<file path="src/rtl/LoaderDefs.v">
// rtl/LoaderDefs.v - shared protocol constants for the program loader
`ifndef LOADER_DEFS_V
`define LOADER_DEFS_V

`define LD_HEADER        8'hA5

`define LD_ERR_FRAME     2'd0
`define LD_ERR_LENGTH    2'd1
`define LD_ERR_CHECKSUM  2'd2
`define LD_ERR_TIMEOUT   2'd3

`define LD_ST_IDLE       3'd0
`define LD_ST_LEN        3'd1
`define LD_ST_DATA       3'd2
`define LD_ST_CSUM       3'd3
`define LD_ST_RELEASE    3'd4

`endif

</file>
<file path="src/rtl/ram_loader_pkg.sv">
// rtl/ram_loader_pkg.sv - types and helpers shared by the loader and its UART receiver
`include "LoaderDefs.v"

package ram_loader_pkg;

    localparam logic [7:0] HEADER_BYTE = `LD_HEADER;

    typedef enum logic [2:0] {
        ST_IDLE    = `LD_ST_IDLE,
        ST_LEN     = `LD_ST_LEN,
        ST_DATA    = `LD_ST_DATA,
        ST_CSUM    = `LD_ST_CSUM,
        ST_RELEASE = `LD_ST_RELEASE
    } ld_state_e;

    typedef enum logic [1:0] {
        ERR_FRAME    = `LD_ERR_FRAME,
        ERR_LENGTH   = `LD_ERR_LENGTH,
        ERR_CHECKSUM = `LD_ERR_CHECKSUM,
        ERR_TIMEOUT  = `LD_ERR_TIMEOUT
    } ld_err_e;

    typedef enum logic [1:0] {
        RX_IDLE,
        RX_START,
        RX_DATA,
        RX_STOP
    } rx_state_e;

    // An image must hold at least one byte and fit in RAM.
    function automatic logic len_ok(input logic [7:0] len, input int unsigned max_len);
        return (len != 8'd0) && (32'(len) <= max_len);
    endfunction

endpackage

</file>
<file path="src/rtl/ram_loader_uart_rx.sv">
// rtl/ram_loader_uart_rx.sv - 8N1 UART receiver core: synchronizer, bit timer, shift register
module uart_rx_core
    import ram_loader_pkg::*;
#(
    parameter int CLKS_PER_BIT = 104
) (
    input  logic       clk_i,
    input  logic       rst_ni,
    input  logic       rx_i,
    output logic       byte_valid_o,
    output logic [7:0] rx_byte_o,
    output logic       frame_err_o,
    output logic       start_det_o
);

    localparam int CW = $clog2(CLKS_PER_BIT);
    localparam logic [CW-1:0] HALF_M1 = CW'(CLKS_PER_BIT / 2 - 1);
    localparam logic [CW-1:0] BIT_M1  = CW'(CLKS_PER_BIT - 1);

    rx_state_e     state_q;
    logic          rx_meta_q;
    logic          rx_sync_q;
    logic          rx_prev_q;
    logic [CW-1:0] cnt_q;
    logic [2:0]    bit_idx_q;
    logic [7:0]    shift_q;
    logic          valid_q;
    logic          ferr_q;
    logic          start_q;
    logic [7:0]    byte_q;

    // Synchronize the line, time each bit from the start edge and shift in LSB first.
    always_ff @(posedge clk_i or negedge rst_ni) begin
        if (!rst_ni) begin
            state_q   <= RX_IDLE;
            rx_meta_q <= 1'b1;
            rx_sync_q <= 1'b1;
            rx_prev_q <= 1'b1;
            cnt_q     <= '0;
            bit_idx_q <= 3'd0;
            shift_q   <= 8'd0;
            valid_q   <= 1'b0;
            ferr_q    <= 1'b0;
            start_q   <= 1'b0;
            byte_q    <= 8'd0;
        end else begin
            rx_meta_q <= rx_i;
            rx_sync_q <= rx_meta_q;
            rx_prev_q <= rx_sync_q;
            valid_q   <= 1'b0;
            ferr_q    <= 1'b0;
            start_q   <= 1'b0;
            case (state_q)
                RX_IDLE: begin
                    cnt_q <= '0;
                    if (rx_prev_q && !rx_sync_q) begin
                        state_q <= RX_START;
                        start_q <= 1'b1;
                    end
                end
                RX_START: begin
                    if (cnt_q == HALF_M1) begin
                        cnt_q <= '0;
                        // A line already back high at mid start bit was only a glitch.
                        if (!rx_sync_q) begin
                            state_q   <= RX_DATA;
                            bit_idx_q <= 3'd0;
                        end else begin
                            state_q <= RX_IDLE;
                        end
                    end else begin
                        cnt_q <= cnt_q + 1'b1;
                    end
                end
                RX_DATA: begin
                    if (cnt_q == BIT_M1) begin
                        cnt_q   <= '0;
                        shift_q <= {rx_sync_q, shift_q[7:1]};
                        if (bit_idx_q == 3'd7) begin
                            state_q <= RX_STOP;
                        end else begin
                            bit_idx_q <= bit_idx_q + 3'd1;
                        end
                    end else begin
                        cnt_q <= cnt_q + 1'b1;
                    end
                end
                RX_STOP: begin
                    if (cnt_q == BIT_M1) begin
                        cnt_q   <= '0;
                        state_q <= RX_IDLE;
                        if (rx_sync_q) begin
                            valid_q <= 1'b1;
                            byte_q  <= shift_q;
                        end else begin
                            ferr_q <= 1'b1;
                        end
                    end else begin
                        cnt_q <= cnt_q + 1'b1;
                    end
                end
                default: state_q <= RX_IDLE;
            endcase
        end
    end

    assign byte_valid_o = valid_q;
    assign rx_byte_o    = byte_q;
    assign frame_err_o  = ferr_q;
    assign start_det_o  = start_q;

endmodule

</file>
<file path="src/rtl/ram_loader.sv">
// rtl/ram_loader.sv - UART program loader writing RAM and sequencing CPU clear (option: LOADER_TIMEOUT_EN)
module ram_loader
    import ram_loader_pkg::*;
#(
    parameter int DATA_WIDTH         = 8,
    parameter int RAM_LENGTH         = 16,
    parameter int CLKS_PER_BIT       = 104,
    parameter int CLEAR_PULSE_CYCLES = 4,
    parameter int TIMEOUT_CYCLES     = 1000000
) (
    input  logic                          i_SYS_CLOCK,
    input  logic                          i_CLEAR_n,
    input  logic                          i_RX,
    output logic                          o_WR_EN,
    output logic [$clog2(RAM_LENGTH)-1:0] o_WR_ADDR,
    output logic [DATA_WIDTH-1:0]         o_WR_DATA,
    output logic                          o_CPU_HOLD,
    output logic                          o_CPU_CLEAR_n,
    output logic                          o_BUSY,
    output logic                          o_DONE,
    output logic                          o_ERROR,
    output logic [1:0]                    o_ERR_CODE
);

    localparam int AW = $clog2(RAM_LENGTH);
    localparam int PW = $clog2(CLEAR_PULSE_CYCLES + 1);
    localparam logic [PW-1:0] PULSE_LAST = PW'(CLEAR_PULSE_CYCLES - 1);

    logic       rx_valid;
    logic [7:0] rx_byte;
    logic       rx_ferr;
    logic       rx_start;
    logic       timeout_hit;

    uart_rx_core #(
        .CLKS_PER_BIT (CLKS_PER_BIT)
    ) u_rx (
        .clk_i        (i_SYS_CLOCK),
        .rst_ni       (i_CLEAR_n),
        .rx_i         (i_RX),
        .byte_valid_o (rx_valid),
        .rx_byte_o    (rx_byte),
        .frame_err_o  (rx_ferr),
        .start_det_o  (rx_start)
    );

`ifdef LOADER_TIMEOUT_EN
    localparam int TW = $clog2(TIMEOUT_CYCLES + 1);
    localparam logic [TW-1:0] TO_LAST = TW'(TIMEOUT_CYCLES - 1);

    logic [TW-1:0] to_cnt_q;

    // Inter-byte watchdog: restarts on every start bit while a frame is open.
    always_ff @(posedge i_SYS_CLOCK or negedge i_CLEAR_n) begin
        if (!i_CLEAR_n) begin
            to_cnt_q <= '0;
        end else if (!o_BUSY || rx_start) begin
            to_cnt_q <= '0;
        end else if (to_cnt_q != TO_LAST) begin
            to_cnt_q <= to_cnt_q + 1'b1;
        end
    end

    assign timeout_hit = o_BUSY && (to_cnt_q == TO_LAST);
`else
    localparam int unused_timeout_cycles = TIMEOUT_CYCLES;
    logic unused_rx_start;
    assign unused_rx_start = rx_start;
    assign timeout_hit     = 1'b0;
`endif

    ld_state_e     state_q;
    logic [7:0]    len_q;
    logic [7:0]    cnt_q;
    logic [7:0]    csum_q;
    logic [PW-1:0] pulse_q;
    ld_err_e       err_code_q;

    // Protocol FSM: header, length, data writes, checksum and the release pulse.
    always_ff @(posedge i_SYS_CLOCK or negedge i_CLEAR_n) begin
        if (!i_CLEAR_n) begin
            state_q       <= ST_IDLE;
            len_q         <= 8'd0;
            cnt_q         <= 8'd0;
            csum_q        <= 8'd0;
            pulse_q       <= '0;
            o_WR_EN       <= 1'b0;
            o_WR_ADDR     <= '0;
            o_WR_DATA     <= '0;
            o_CPU_HOLD    <= 1'b0;
            o_CPU_CLEAR_n <= 1'b1;
            o_BUSY        <= 1'b0;
            o_DONE        <= 1'b0;
            o_ERROR       <= 1'b0;
            err_code_q    <= ERR_FRAME;
        end else begin
            o_WR_EN <= 1'b0;
            if (state_q != ST_IDLE && (rx_ferr || timeout_hit)) begin
                // Failure keeps the CPU held until a later load succeeds.
                state_q       <= ST_IDLE;
                o_BUSY        <= 1'b0;
                o_ERROR       <= 1'b1;
                o_CPU_CLEAR_n <= 1'b1;
                err_code_q    <= rx_ferr ? ERR_FRAME : ERR_TIMEOUT;
            end else begin
                case (state_q)
                    ST_IDLE: begin
                        if (rx_valid && rx_byte == HEADER_BYTE) begin
                            o_DONE     <= 1'b0;
                            o_ERROR    <= 1'b0;
                            err_code_q <= ERR_FRAME;
                            o_BUSY     <= 1'b1;
                            o_CPU_HOLD <= 1'b1;
                            cnt_q      <= 8'd0;
                            csum_q     <= 8'd0;
                            state_q    <= ST_LEN;
                        end
                    end
                    ST_LEN: begin
                        if (rx_valid) begin
                            if (len_ok(rx_byte, RAM_LENGTH)) begin
                                len_q   <= rx_byte;
                                state_q <= ST_DATA;
                            end else begin
                                state_q    <= ST_IDLE;
                                o_BUSY     <= 1'b0;
                                o_ERROR    <= 1'b1;
                                err_code_q <= ERR_LENGTH;
                            end
                        end
                    end
                    ST_DATA: begin
                        if (rx_valid) begin
                            o_WR_EN   <= 1'b1;
                            o_WR_ADDR <= cnt_q[AW-1:0];
                            o_WR_DATA <= rx_byte;
                            cnt_q     <= cnt_q + 8'd1;
                            csum_q    <= csum_q + rx_byte;
                            if ((cnt_q + 8'd1) == len_q) begin
                                state_q <= ST_CSUM;
                            end
                        end
                    end
                    ST_CSUM: begin
                        if (rx_valid) begin
                            if (rx_byte == csum_q) begin
                                state_q       <= ST_RELEASE;
                                o_CPU_CLEAR_n <= 1'b0;
                                pulse_q       <= '0;
                            end else begin
                                state_q    <= ST_IDLE;
                                o_BUSY     <= 1'b0;
                                o_ERROR    <= 1'b1;
                                err_code_q <= ERR_CHECKSUM;
                            end
                        end
                    end
                    ST_RELEASE: begin
                        if (pulse_q == PULSE_LAST) begin
                            o_CPU_CLEAR_n <= 1'b1;
                            o_CPU_HOLD    <= 1'b0;
                            o_BUSY        <= 1'b0;
                            o_DONE        <= 1'b1;
                            state_q       <= ST_IDLE;
                        end else begin
                            pulse_q <= pulse_q + 1'b1;
                        end
                    end
                    default: state_q <= ST_IDLE;
                endcase
            end
        end
    end

    assign o_ERR_CODE = err_code_q;

endmodule

</file>
<file path="config.mk">
export PLATFORM = sky130hd
export DESIGN_NAME = ram_loader
export DESIGN_NICKNAME = d
export VERILOG_FILES = /design/src/rtl/ram_loader_pkg.sv /design/src/rtl/ram_loader_uart_rx.sv /design/src/rtl/ram_loader.sv
export VERILOG_INCLUDE_DIRS = /design/src /design/src/rtl
export SDC_FILE = /design/constraint.sdc
export NUM_CORES = 1
export LEC_CHECK = 0
export ABC_AREA = 1
export CAP_MARGIN = 15
export CORE_ASPECT_RATIO = 0.7
export CORE_MARGIN = 2
export CORE_UTILIZATION = 30
export DETAILED_ROUTE_END_ITERATION = 10
export PLACE_DENSITY = 0.44
export SETUP_SLACK_MARGIN = 0.02
export SYNTH_ARGS = -nofsm -noshare
export SYNTH_HDL_FRONTEND = slang
export SYNTH_HIERARCHICAL = 1
export SYNTH_SLANG_ARGS = --single-unit
</file>
<file path="constraint.sdc">
create_clock -name i_SYS_CLOCK -period 2.5 [get_ports i_SYS_CLOCK]
set_input_delay 0.5 -clock i_SYS_CLOCK [delete_from_list [all_inputs] [get_ports i_SYS_CLOCK]]
set_output_delay 0.5 -clock i_SYS_CLOCK [all_outputs]
set_load 0.05 [all_outputs]
</file>
* Word-level counts from Yosys, hierarchy flattened
Cells that the tools add are included.
** Storage, ports and cells
- Output and inout bits :: 20
- Input bits :: 3
- Bits in registers :: 83
** Cells by class
- Reduce and logical (&&, ||, !) cells :: 30
- Order comparisons :: 1
- Muxes and demuxes :: 73
- Bitwise gates (word level) :: 1
- Equality and inequality tests :: 36
- Add/subtract/negate cells :: 5
** Operator list (count)
- 2-to-1 mux 3 bit :: 15
- one-hot mux 8 bit (2 select lines) :: 2
- 2-to-1 mux 2 bit :: 14
- 2-to-1 mux 1 bit :: 26
- 2-to-1 mux 8 bit :: 3
- one-hot mux 7 bit (3 select lines) :: 1
- != test 3 bit (second input constant) :: 6
- equality test 8 bit :: 2
- AND reduction 4 bit :: 4
- one-hot mux 3 bit (5 select lines) :: 1
- AND reduction 5 bit :: 3
- 2-to-1 mux 7 bit :: 2
- != test 2 x 1 -> 1 bit (second input constant) :: 7
- != test 2 bit (second input constant) :: 6
- one-hot mux 3 bit (2 select lines) :: 2
- AND reduction 6 bit :: 2
- equality test 3 x 2 -> 1 bit (second input constant) :: 3
- != test 3 x 2 -> 1 bit (second input constant) :: 3
- adder 8 x 1 -> 8 bit (second input constant) :: 1
- adder 8 bit :: 1
- equality test 8 bit (second input constant) :: 1
- less-or-equal comparator 8 x 5 -> 1 bit (second input constant) :: 1
- one-hot mux 2 bit (4 select lines) :: 1
- nonzero test 2 bit :: 4
- 25 further kinds :: 35

* Longest topological paths before layout
Gate-level depths: netlist of run 1.
- Depth after elaboration :: 6
- Gate-level depth with buffers :: 14
- Depth with buffers taken out :: 14

* Cells and area by module
The synthesis of run 1 kept the hierarchy.
** Modules (own cells, without submodules)
- ram_loader :: times used 1, cells each 369, area an instance 2844.0 um^2
- uart_rx_core :: times used 1, cells each 162, area an instance 1555.2 um^2

* Least setup slack after synthesis of run 1
Ideal clock, no wire load.
- Path type :: register to register
- From :: register u_rx.byte_q[0] (netlist: u_rx/rx_byte_o[0])
- To :: register csum_q[6]
- Clock period less this slack :: 1.850 ns
- Arrival time :: 1.724 ns
- Data required time :: 2.374 ns
- Setup slack :: 0.650 ns
- Cell stages (with the launch flop) :: 13
- Cells stage by stage :: dfrtp_1 ha_1 fa_1 nand2_1 inv_1 o21ai_0 nand2_1 nand2_1 nand2_1 a21oi_1 nand2_1 nand2_1 o21ai_0
** On the way
- Cells in the longest elaborated chain, start to end :: 4
- Elaborated cells on any way between the ends :: 7
- Those cells by class :: add/sub (1); eq/ne (2); mux (2); reduce/logical (2)
** RTL lines
- from (decl) :: RTL line ram_loader_uart_rx.sv:30 : logic [7:0] byte_q;
- from (signal assigned) :: RTL line ram_loader_uart_rx.sv:94 : byte_q <= shift_q;
- branches (longest 4 deep; another with adder 8 bit)
- to (signal assigned) :: RTL line ram_loader.sv:138 : csum_q <= csum_q + rx_byte;
- to (decl) :: RTL line ram_loader.sv:75 : logic [7:0] csum_q;
Several ways; the timed one is not identified. The select of a mux whose other input is x is not followed.
A chain may end at the register's enable or synchronous reset.

* Final worst setup path of run 1
- From :: register o_CPU_CLEAR_n
- To :: output o_CPU_CLEAR_n
** RTL lines
- from (decl) :: RTL line ram_loader.sv:18 : output logic o_CPU_CLEAR_n,
- from (signal assigned) :: RTL line ram_loader.sv:91 : o_CPU_CLEAR_n <= 1'b1;
- from (signal assigned) :: RTL line ram_loader.sv:103 : o_CPU_CLEAR_n <= 1'b1;
- from (signal assigned) :: RTL line ram_loader.sv:148 : o_CPU_CLEAR_n <= 1'b0;
No word-level cell between the ends.

==> results of run 1 <==
[sequential cells by signal, summed over array words and instances (netlist names), 2 cells and up, named ones only]
register        flops
o_WR_DATA           8
u_rx/bit_idx_q      3
o_ERR_CODE          2
len_q               8
o_WR_ADDR           4
state_q             3
u_rx/shift_q        8
pulse_q             3
cnt_q               8
u_rx/rx_byte_o      8
u_rx/cnt_q          7
csum_q              8
[power groups by stage]
stage          Sequential, mW  Clock, mW  Combinational [mW]
2_1_floorplan            1.44          0               0.261
4_1_cts                  1.44       1.40               0.326
6_report                 1.44       1.35               0.320
3_5_place_dp             1.46          0               0.327
3_3_place_gp             1.46          0               0.320
5_1_grt                  1.45       1.45               0.372
[per-layer routing]
metal | up-vias | GRT usage [%]
met5 | - | 0
met4 | 0 | 3.27
met3 | 9 | 2.88
met2 | 47 | 18.8
met1 | 1561 | 20.2
li1 | 1762 | -
[cell type report]
class                   count  area, sq um
fillers                  1464         8930
multi-input cells         361         1940
clock buffers              10          239
flip-flops and latches     83         2080
clock inverters             6         65.1
well taps                 190          238
inverters                  79          302
repair buffers             27          255
[final timing paths]
kind,startpoint,endpoint,slack [ps],cells after the start
worst min register to register,u_rx/rx_meta_q,u_rx/rx_sync_q,360,0
worst max register to register,u_rx/rx_byte_o[0],csum_q[6],430,12
worst max-delay path,o_CPU_CLEAR_n,o_CPU_CLEAR_n,330,1
min in group i_SYS_CLOCK,u_rx/rx_meta_q,u_rx/rx_sync_q,360,0
worst min-delay path,i_CLEAR_n,u_rx/shift_q[7],130,1
max in group asynchronous,i_CLEAR_n,o_CPU_CLEAR_n,1650,2
[metrics by stage]
| stage | cells | setup slack, ps | instance area (sq um) | power [mW] | hold WS, ps |
|---|---|---|---|---|---|
| final | 756 | 331 | 5120 | 3.11 | 130 |
| after global routing | 756 | 239 | 5120 | 3.27 | 170 |
| after CTS | 756 | 319 | 5120 | 3.16 | 156 |
| after detailed placement | 740 | 459 | 4820 | 1.79 | 351 |
| after global placement | 740 | 498 | 4820 | 1.78 | 349 |
| after floorplan | 529 | 650 | 4370 | 1.70 | 204 |
==> impl_metrics.csv, run 1 <==
group,metric,value,unit
drt,routed_via_density,4.47,
drt,drt.antenna.violating_nets,0,
worst_setup_path,max_stage_delay,800,ps
power,power.combinational.fraction,10.3,%
worst_setup_path,crit_path_top_delay_cell,"clkdlybuf4s50_1",
logic_synthesis,synth.avg_cell_area,8.26,sq um
worst_setup_path,timing.critical_path.required,2000,ps
worst_setup_path,worst-setup-path-type,"register to primary output",
sta,hold_violations,0,
power,p_int,2.28,mW
drt,drc,0,
drt,route.met3.wl,253,um
worst_hold_path,min-delay-path-class,"input pin to async pin",
worst_setup_path,critical_path_peak_fanout,2,
logic_synthesis,syn_nets,547,
clocking,cts-resized-gates,0,
sta,clock.fmax,461,MHz
clocking,hold_buffers,0,
worst_setup_path,critical_path.cell_chain,"clkdlybuf4s50_1",
place,numPortBuffers,22,
power,sequential_power_share,46.3,%
sta,setup_violations,0,
clocking,cts.path.max_buffers,2,
status,status,"finished clean",
global_route,grt_overflow,0,
floorplanning,die-height,105,um
drt,finalWirelength,9510,um
worst_setup_path,crit_buf_inv,1,
finish,drive_above_1_share,12.9,%
drt,m1WireLength,5370,um
finish,most_frequent_cells_in_the_layout,"nand2_1 (152), dfrtp_1 (79), inv_1 (68)",
worst_setup_path,worst-endpoint-arrival,1670,ps
sta,post_route_clock_skew,5.09,ps
finish,leading_cell_type_in_the_layout_fill_and_taps_excluded,"nand2_1",
drt,drt_iter0_markers,138,
floorplanning,io_pins,23,
clocking,cts-buffers-inserted,9,
place,detailed_place_hpwl,7140,um
clocking,h-tree-depth,3,
finish,antenna_cells,0,
logic_synthesis,mappedNetlistArea,4370,sq um
power,cellPowerDensity,607,nW/um^2
global_route,grt_pass1_vias,3207,
drt,route.met2.wl,3780,um
finish,numnets_final,579,
clocking,clk_transition_reported_paths,60,ps
finish,flow.area_growth_from_synthesis,17.2,%
job,max_cap_violations,0,
sta,setup_total_negative_slack,0,ps
worst_setup_path,crit_end_element,"primary output",
global_route,grt_pass1_wl,16400,um
clocking,clock_root_buffer,"clkbuf_16",
worst_setup_path,timing.critical_path.max_delay_family,"buffers and inverters",
global_route,grt_util_all_layers,13.2,%
logic_synthesis,ys.warnings.count,6,
logic_synthesis,post_synth_inst_count,529,
drt,route.top_layer_used,"met4",
clocking,cts.sink_count,83,
clocking,cts_tree,"done",
power,ir_worst_vdd,0.338,mV
power,p_leak,2.44,nW
place,gp_congestion,0.841,
finish,final_standard_cell_utilization_of_the_core,36.4,%
global_route,grt_antenna_before_repair,0,
global_route,grt_max_degree,39,
worst_setup_path,worst_setup_path_start_kind,"register",
sta,final_min_period_over_clock_period,86.8,%
power,power_switching_share,26.6,%
power,clock_share_of_power,43.4,%
drt,drt_pre_antenna_iters,4,
power,netSwitchingPower,0.827,mW
floorplanning,dieWidth,148,um
drt,avgRoutedWirePerCell,12.6,um
sta,max_slew_margin,61.8,%
sta,slew_worst_pin,572,ps
clocking,insertion_delay,340,ps
floorplanning,design.die.area,15600,sq um
floorplanning,fp.coreArea,14100,sq um
floorplanning,fp_rows,36,
sta,rsz0062_at_grt,"no",
drt,via_count,3379,
sta,finalMaxSlewViolations,0,
sta,period_needed,2170,ps
floorplanning,initial_core_util,31.1,%
clocking,cts_setup_buffers,0,
Power figures use the tool's default switching activity.
==> inputs of run 2 (changes only) <==
--- a/config.mk
+++ b/config.mk
@@ -9,7 +9,7 @@
 export ABC_AREA = 1
 export CAP_MARGIN = 15
 export CORE_ASPECT_RATIO = 0.7
-export CORE_MARGIN = 2
+export CORE_MARGIN = 3
 export CORE_UTILIZATION = 30
 export DETAILED_ROUTE_END_ITERATION = 10
 export PLACE_DENSITY = 0.44
==> run 2 against run 1 <==
  * Design area increased by 0.86%
  * First-iteration DRC count increased by 80%
  * Cell count unchanged
  * Global-route usage increased by 0.41 points
  * Sequential power about the same
  * Total power increased by 4.4%
  * Critical endpoint unchanged
==> impl_metrics.csv, run 2 (synthesis gave the netlist of run 1 again) <==
group,metric,value,unit
floorplanning,io_pins,23,
drt,routed_via_density,4.52,
power,p_leak,2.46,nW
worst_setup_path,timing.critical_path.max_delay_family,"buffers and inverters",
finish,antenna_cells,0,
finish,multiInputGateArea,1940,sq um
floorplanning,initial_core_util,31.0,%
worst_setup_path,critical_path_peak_fanout,2,
worst_setup_path,timing.reg2reg.worst_path_depth,12,
finish,post_route_design_area,5160,sq um
clocking,cts.path.max_buffers,2,
drt,drt_pre_antenna_iters,4,
power,cellPowerDensity,629,nW/um^2
power,report.power.total,3.25,mW
global_route,grt_antenna_before_repair,0,
worst_setup_path,crit_end_element,"primary output",
clocking,clock_root_buffer,"clkbuf_16",
clocking,insertion_delay,340,ps
floorplanning,design.die.area,16100,sq um
finish,leading_cell_type_in_the_layout_fill_and_taps_excluded,"nand2_1",
finish,nFillCells,1450,
worst_setup_path,worst-setup-path-type,"register to primary output",
clocking,cts-buffers-inserted,9,
global_route,grt-busiest-layer,"met1",
floorplanning,fp_rows,36,
worst_hold_path,min-delay-path-class,"input pin to async pin",
finish,flow.area_growth_from_synthesis,18.2,%
sta,final_min_period_over_clock_period,87.5,%
worst_setup_path,worst_r2r_endpoint,"csum_q[6]",
place,place_area,4830,sq um
global_route,grt_util_all_layers,13.7,%
drt,avgRoutedWirePerCell,13.2,um
sta,setup_violations,0,
global_route,grt_overflow,0,
sta,clock.fmax,457,MHz
drt,drc,0,
global_route,grt_pass1_vias,3341,
place,dp_cells,740,
clocking,h-tree-depth,3,
worst_setup_path,rrSetupSlack,320,ps
drt,drt.antenna.violating_nets,0,
clocking,cts_tree,"done",
finish,numnets_final,579,
worst_setup_path,worst-endpoint-arrival,1690,ps
sta,max_slew_margin,60.7,%
place,gp_congestion,0.854,
finish,register_area,2080,sq um
sta,finalMaxSlewViolations,0,
clocking,cts.sink_count,83,
drt,finalWirelength,9960,um
finish,most_frequent_cells_in_the_layout,"nand2_1 (152), dfrtp_1 (79), inv_1 (68)",
global_route,grt_pass1_wl,17200,um
sta,hold_violations,0,
global_route,use_met3,3.08,%
sta,post_route_clock_skew,11.2,ps
place,detailed_place_hpwl,7350,um
clocking,cts-resized-gates,0,
job,max_cap_violations,0,
clocking,clk_transition_reported_paths,70,ps
worst_setup_path,crit_buf_inv,1,
global_route,grt_max_degree,48,
sta,rsz0062_at_grt,"no",
sta,slew_worst_pin,589,ps
power,ir_worst_vdd,0.333,mV
worst_setup_path,crit_path_top_delay_cell,"clkdlybuf4s50_1",
finish,drive_above_1_share,12.9,%
floorplanning,dieWidth,150,um
sta,setup_total_negative_slack,0,ps
drt,drt_iter0_markers,249,
worst_setup_path,worst_setup_path_start_kind,"register",
floorplanning,die-height,107,um
clocking,cts_setup_buffers,0,
drt,via_count,3417,
global_route,grtUsageMet2,19.0,%
status,status,"finished clean",
worst_setup_path,crit-reg2reg-launch,"u_rx/rx_byte_o[0]",
worst_setup_path,max_stage_delay,800,ps
sta,period_needed,2190,ps
finish,final_cells,756,
worst_setup_path,critical_path.cell_chain,"clkdlybuf4s50_1",
worst_setup_path,timing.critical_path.required,2000,ps
floorplanning,fp.coreArea,14100,sq um
global_route,grtUsageMet1,20.7,%
place,numPortBuffers,22,
clocking,hold_buffers,0,
run 2: cell types whose count changed in the layout (fill, tap and decap cells not counted), sizes merged:
cell,previous run,this run
bufinv,1,2
clkbuf,10,11
clkinv,4,2
clkinvlp,1,0
inv,79,80
run 2: area by class of cell:
class,count,area share [%]
clock inverter,5,1.60
tap,190,4.60
clock buffer,11,4.89
multi-input combinational,361,37.6
inverter,79,5.84
sequential,83,40.3
timing repair buffer,27,5.18
run 2: stage by stage:
stage / utilization, % / worst slack, ps / hold WS [ps]
floorplan: - / 650 / 204
global placement: 34.3 / 352 / 346
detailed placement: 34.3 / 356 / 347
CTS: 36.6 / 299 / 155
global route: 36.6 / 160 / 176
finish: 36.6 / 313 / 136
run 2: worst max path at each step:
stage,startpoint,end,slack [ps],cells past startpoint
finish,o_CPU_CLEAR_n,o_CPU_CLEAR_n,310,1
global route,u_rx/rx_byte_o[0],csum_q[6],160,12
CTS,o_CPU_CLEAR_n,o_CPU_CLEAR_n,300,1
detailed placement,u_rx/rx_byte_o[0],csum_q[6],360,12
global placement,u_rx/rx_byte_o[0],csum_q[6],350,12
floorplan,u_rx/rx_byte_o[0],csum_q[6],650,12
run 2: power breakdown:
group	switching, mW	total [mW]	internal (mW)
combinational	0.219	0.319	0.100
sequential	0.0569	1.44	1.38
clock	0.557	1.49	0.934
total	0.833	3.25	2.42
run 2: per-layer routing:
layer,wire length (um),vias up
met5,0,-
met4,133,0
met3,310,10
met2,3980,57
met1,5530,1590
li1,-,1760
